`src/rtl/fifo_mon_pkg.sv`:
```
// fifo_mon_pkg: shared state encoding, read address map and status-word layout for stream_fifo_monitor.
package fifo_mon_pkg;
  typedef enum logic [1:0] {IDLE = 2'd0, RUN = 2'd1, FROZEN = 2'd2} state_t;
  localparam logic [2:0] A_STATUS = 3'd0;
  localparam logic [2:0] A_PEAK   = 3'd1;
  localparam logic [2:0] A_MF     = 3'd2;
  localparam logic [2:0] A_BIN    = 3'd3;
  localparam logic [2:0] A_BOUT   = 3'd4;
  localparam logic [2:0] A_FULL   = 3'd5;
  localparam logic [2:0] A_STALL  = 3'd6;
  localparam logic [2:0] A_STARVE = 3'd7;
  localparam int ST_ERR   = 0;
  localparam int ST_STATE = 1;
  localparam int ST_W     = 3;
endpackage

```
`src/rtl/stream_fifo_monitor_sat_counter.sv`:
```
// sat_counter: up-counter with synchronous clear that sticks at all-ones instead of wrapping.
module sat_counter #(
  parameter int W = 32
) (
  input  logic         clk,
  input  logic         rst,
  input  logic         clr,
  input  logic         en,
  output logic [W-1:0] q
);
  always_ff @(posedge clk)
    if (rst || clr) q <= '0;
    else if (en && q != '1) q <= q + W'(1);
endmodule

```
`src/rtl/stream_fifo_monitor.sv`:
```
// stream_fifo_monitor: passive StreamingFIFO observer collecting occupancy/stall statistics
// and cross-checking the reported count against its own beat tracking.
module stream_fifo_monitor
  import fifo_mon_pkg::*;
#(
  parameter int CNT_W  = 9,
  parameter int DEPTH  = 400,
  parameter int STAT_W = 32
) (
  input  logic              ap_clk,
  input  logic              ap_rst,
  input  logic [CNT_W-1:0]  count,
  input  logic [CNT_W-1:0]  maxcount,
  input  logic              in_tvalid,
  input  logic              in_tready,
  input  logic              out_tvalid,
  input  logic              out_tready,
  input  logic              start,
  input  logic              stop,
  input  logic              clear,
  input  logic              rd_req,
  input  logic [2:0]        rd_addr,
  output logic              rd_ack,
  output logic [STAT_W-1:0] rd_data,
  output logic              err
);
  state_t state, state_nx;
  logic [CNT_W-1:0] shadow, shadow_nx, peak, mf_snap;
  logic [ST_W-1:0] status;
  logic [A_STARVE:A_BIN] inc;
  logic [STAT_W-1:0] word [8];
  logic in_fire, out_fire, run, entry;
  assign in_fire  = in_tvalid & in_tready;
  assign out_fire = out_tvalid & out_tready;
  assign run      = state == RUN;
  assign entry    = state_nx == RUN && !run;
  always_ff @(posedge ap_clk)
    if (ap_rst) state <= IDLE;
    else state <= state_nx;
  // clear beats start, start beats stop; stop only matters while running
  always_comb begin
    state_nx = state;
    state_nx = clear ? IDLE : start ? RUN : (stop && run) ? FROZEN : state;
  end
  always_comb begin
    shadow_nx = shadow;
    shadow_nx = (in_fire && !out_fire && shadow != CNT_W'(DEPTH)) ? shadow + CNT_W'(1)
              : (out_fire && !in_fire && shadow != '0) ? shadow - CNT_W'(1) : shadow;
  end
  always_ff @(posedge ap_clk)
    if (ap_rst || clear) begin
      shadow  <= '0;
      peak    <= '0;
      mf_snap <= '0;
      err     <= 1'b0;
    end else if (entry) begin
      shadow <= count;
    end else if (run) begin
      shadow  <= shadow_nx;
      peak    <= count > peak ? count : peak;
      mf_snap <= maxcount;
      err     <= err | (count != shadow);
    end
  assign inc[A_BIN]    = in_fire;
  assign inc[A_BOUT]   = out_fire;
  assign inc[A_FULL]   = count == CNT_W'(DEPTH);
  assign inc[A_STALL]  = in_tvalid & ~in_tready;
  assign inc[A_STARVE] = out_tready & ~out_tvalid;
  genvar i;
  for (i = A_BIN; i <= A_STARVE; i++) begin : g_cnt
    sat_counter #(.W(STAT_W)) u_cnt (
      .clk(ap_clk),
      .rst(ap_rst),
      .clr(clear),
      .en (run & inc[i]),
      .q  (word[i])
    );
  end
  assign status[ST_ERR]        = err;
  assign status[ST_STATE +: 2] = state;
  assign word[A_STATUS] = STAT_W'(status);
  assign word[A_PEAK]   = STAT_W'(peak);
  assign word[A_MF]     = STAT_W'(mf_snap);
  always_ff @(posedge ap_clk)
    if (ap_rst) begin
      rd_ack  <= 1'b0;
      rd_data <= '0;
    end else begin
      rd_ack <= rd_req;
      if (rd_req) rd_data <= word[rd_addr];
    end
endmodule

```
`config.mk`:
```
export PLATFORM = sky130hd
export DESIGN_NAME = stream_fifo_monitor
export DESIGN_NICKNAME = d
export VERILOG_FILES = /design/src/rtl/fifo_mon_pkg.sv /design/src/rtl/stream_fifo_monitor_sat_counter.sv /design/src/rtl/stream_fifo_monitor.sv
export SDC_FILE = /design/constraint.sdc
export NUM_CORES = 1
export LEC_CHECK = 0
export ABC_AREA = 1
export BUFFER_PORTS_ARGS = -buffer_cell sky130_fd_sc_hd__buf_2
export CAP_MARGIN = 20
export CORE_ASPECT_RATIO = 1.2
export CORE_MARGIN = 1.5
export CORE_UTILIZATION = 57
export CTS_CLUSTER_DIAMETER = 60
export CTS_CLUSTER_SIZE = 28
export DETAILED_ROUTE_END_ITERATION = 6
export PLACE_DENSITY_LB_ADDON = 0.12
export SYNTH_ARGS = -nofsm -noshare
export SYNTH_HDL_FRONTEND = slang
export SYNTH_SLANG_ARGS = --single-unit
```
`constraint.sdc`:
```
create_clock -name ap_clk -period 2.4 [get_ports ap_clk]
set_input_delay 0.72 -clock ap_clk [delete_from_list [all_inputs] [get_ports ap_clk]]
set_output_delay 0.72 -clock ap_clk [all_outputs]
set_load 0.02 [all_outputs]
```
==> key figures <==
Floorplanning
  – Die H: 178 um
  – I/O pin count: 65
  – Chip Width: 149 um
  – Core area: 24,800 um2
  – Starting Density: 58.5%
  – Die area: 26,400 um2
  – Row count: 63

Flow run
  – MaxCap Viol Count: 0

GRT
  – Largest net degree at the start of global routing: 85
  – Initial antenna violation count: 0
  – GRT met2 Usage: about three fifths
  – Vias in the first global route: 14,400
  – Met3 GRT Util: between 4 and 5%
  – Tot GR Track Use: 36.5%
  – Overflow after GRT: 0
  – First-pass GRT wire length: between 70 and 80 mm
  – GR Util met1: 48.4%
  – Top Usage Layer GRT: met2

Timing
  – Slew Viols, Final: 0
  – Peak Freq: 461 MHz
  – RSZ-0062 raised after global routing: false
  – Worst clock skew: 0.0241 ns
  – Period Utilization, post-route: 90.3%
  – Setup TNS Final: 0 ns
  – Tmin final: 2.17 ns
  – Final hold viol count: 0
  – Worst slew pin tran: 0.654 ns
  – Final setup viols: 0
  – Worst setup margin: 0.233 ns
  – Slew headroom: 56.2%

Worst setup path
  – CP Capture Type: flip-flop
  – CP arrival: about 2.6 ns
  – Critical-path cell list: inv_1 > nand2_1 > nor2_1 > nand2_1 > nand2_4 > buf_4 > ha_1 > nand2_1 > nand2_1 > a21oi_1 > nand2_1 > nand2_1 > nand3_1 > nand3_1 > a21oi_1
  – Required @ worst endpoint: 2.81 ns
  – Critical Path Stages: 15
  – Logic depth of the worst register-to-register path: 15
  – Crit Path Category: flip-flop to flip-flop
  – CP Buf/Inv Count: 2
  – Setup crit start kind: flip-flop
  – Largest stage delay, worst path: 0.41 ns
  – CP most frequent cell: nand2_1
  – Register-to-Register Setup Slack: roughly 0.23 ns
  – CP max stage cell: dfxtp_1
  – Delay-heaviest family, CP: simple AND/OR/NAND/NOR gates
  – Worst Path Max Fanout: 6

Placement
  – Placed Instances: about 2,800
  – Routability cong.: 1.04
  – Post-DP HPWL: between 30 and 40 mm
  – DP Worst Slack: -0.278 ns
  – Buffers on Ports: 64

Pwr
  – Power Density: 503 nW/um2
  – Peak supply drop: 0.550 mV
  – Static Leakage: 5.90 nW

CTS
  – Clock Latency Late Sink: 0.54 ns
  – Setup Fix Bufs, Post-CTS: 0
  – Clock tree root buffer cell: clkbuf_16
  – CTS H-tree depth: 1
  – Max Root-Sink Buffers: 3
  – Clock transition at path regs: 0.07 ns
  – TritonCTS clock tree: built
  – Clock sinks: roughly 220
  – TritonCTS Buffers: 22

Synth
  – Syn avg cell area: between 6 and 7 um2
  – Top-area cell type share of the netlist area: between 30% and 40%
  – Synth unique cells: 45
  – Top cells by area, synth: dfxtp_1, nand2_1, a21oi_1
  – Post-synth top area cell: dfxtp_1
  – Mapped Cells: approximately 2,400
  – Count of state elements after synthesis: approximately 220
  – Register area share after synthesis: between 30 and 40%
  – Synthesis Warnings: 0
  – Syn nets: 2,450
  – Mapped Area: approximately 15,000 um2

Route
  – Initial DRC Count: between 1,000 and 1,500
  – Post-DR vias/cell: 5.66
  – Residual DRC: 0
  – Drt total wl: 48.5 mm
  – Detail Route Antenna Nets: 0
  – Wire per inst: 17.3 um
  – Vias: 15,900
  – 1st-pass router iterations: 5

Layout
  – # diodes: 0
  – Layout cells sized above 1: a little under a tenth
  – Syn-to-layout area delta: 11.5%
  – Layout Cells excl Fill: 2,806
  – Fin nets: about 2,500
  – Fillcell total: 2,425

Min path
  – Hold/Removal Path Class: input pin to flip-flop
  – Hold depth: 3

Status
  – Outcome: completed
-- final timing paths --
check | to | startpoint
worst max-delay path | shadow[7] | shadow[2]
worst min-delay path | mf_snap[7] | maxcount[7]
worst max register to register | shadow[7] | shadow[2]
worst min register to register | mf_snap[0] | mf_snap[0]
-- where the power goes --
part | switching, mW | total (mW) | internal (mW)
combinational | 0.530 | 0.781 | 0.252
clock | 1.75 | 3.58 | 1.82
sequential | 0.0311 | 3.78 | 3.75
-- placed cells by master, fill, tap and decap left out, types with 3 or more instances in the layout --
cell,Yosys,layout
nand3b_1,24,24
nand2_4,2,3
nor3_2,14,15
buf_12,0,11
nand2_1,777,776
xor2_1,52,52
o211ai_1,11,11
nor2_2,10,11
clkinv_1,3,3
nand4_1,22,22
clkinvlp_4,0,5
inv_1,193,193
a21oi_1,273,273
o21bai_1,3,3
buf_2,13,64
a31oi_1,5,5
nor2_1,301,300
o32ai_1,6,6
buf_4,12,63
clkbuf_16,0,23
dfxtp_1,223,221
inv_2,13,12
nand2_2,6,6
ha_1,21,21
clkinv_8,0,3
nand3_1,109,109
o21ai_0,155,155
clkinv_4,0,5
nor3_1,51,50
xnor2_1,10,10
-- cells in the mapped netlist, drive strengths merged --
cell	n
nand3	110
buf	41
a31oi	5
a211oi	1
nor2	313
nand2	785
xnor2	10
inv	206
clkinv	3
nor3	66
nand3b	24
o32ai	6
xor2	52
o31ai	1
o2bb2ai	1
and3	1
a21oi	273
fa	1
nand4	22
nor3b	3
and2	1
or2	1
o21ai	157
clkbuf	53
o211ai	12
o21bai	3
dfxtp	223
ha	21
o311ai	1
o21a	1
-- flip-flops by register name (all words and copies together) (netlist names) --
register and flops:
rd_ack 1, g_cnt.u_cnt.q 160, rd_data 32, shadow 9, mf_snap 9, state 2, err 1, peak 9
-- per-stage QoR --
| stage | total power [mW] | instance area, um2 | hold WS, ns | utilization, % |
|---|---|---|---|---|
| detailed placement | 4.62 | 15400 | 0.440 | 62.2 |
| CTS | 8.13 | 16200 | 0.406 | 65.1 |
| global placement | 4.61 | 15400 | 0.442 | 62.2 |
| floorplan | 4.32 | 14500 | 0.421 | - |
| global route | 8.37 | 16200 | 0.419 | 65.2 |
| finish | 8.13 | 16200 | 0.405 | 65.2 |
-- cell type report --
| class | instances | area (um2) | area share (%) |
|---|---|---|---|
| multi-input combinational | 1871 | 8780 | 54.2 |
| sequential | 223 | 4470 | 27.6 |
| timing repair buffer | 138 | 1010 | 6.26 |
| inverter | 209 | 787 | 4.86 |
| clock buffer | 25 | 583 | 3.60 |
| tap | 325 | 407 | 2.51 |
| clock inverter | 15 | 151 | 0.935 |
-- layer usage --
| layer | vias to the layer above | wire, um |
|---|---|---|
| li1 | 7880 | - |
| met1 | 7294 | 20900 |
| met2 | 597 | 21900 |
| met3 | 117 | 3520 |
| met4 | 0 | 2130 |
| met5 | - | 0 |
-- timing repair --
| action | CTS | global route |
|---|---|---|
| gates resized for setup | 0 | 4 |
| hold buffers | 0 | 0 |
| endpoints found under the setup margin | 0 | 4 |
-- worst min-delay path, stage by stage --
cell and delay (ns):
buf_2 0.07, nor2_1 0.03, nor2_1 0.08
-- cells by family after synthesis --
| logic type | Yosys count | share of synthesized area (%) |
|---|---|---|
| AO/OA/AOI/OAI | 461 | 16.5 |
| XOR/XNOR | 62 | 3.74 |
| adder cells (fa/ha/maj) | 22 | 1.95 |
| buffers and inverters | 303 | 8.88 |
| flip-flops | 223 | 30.8 |
| AND/OR/NAND/NOR | 1326 | 38.2 |
Note: power is estimated with default switching activity, not from simulation.
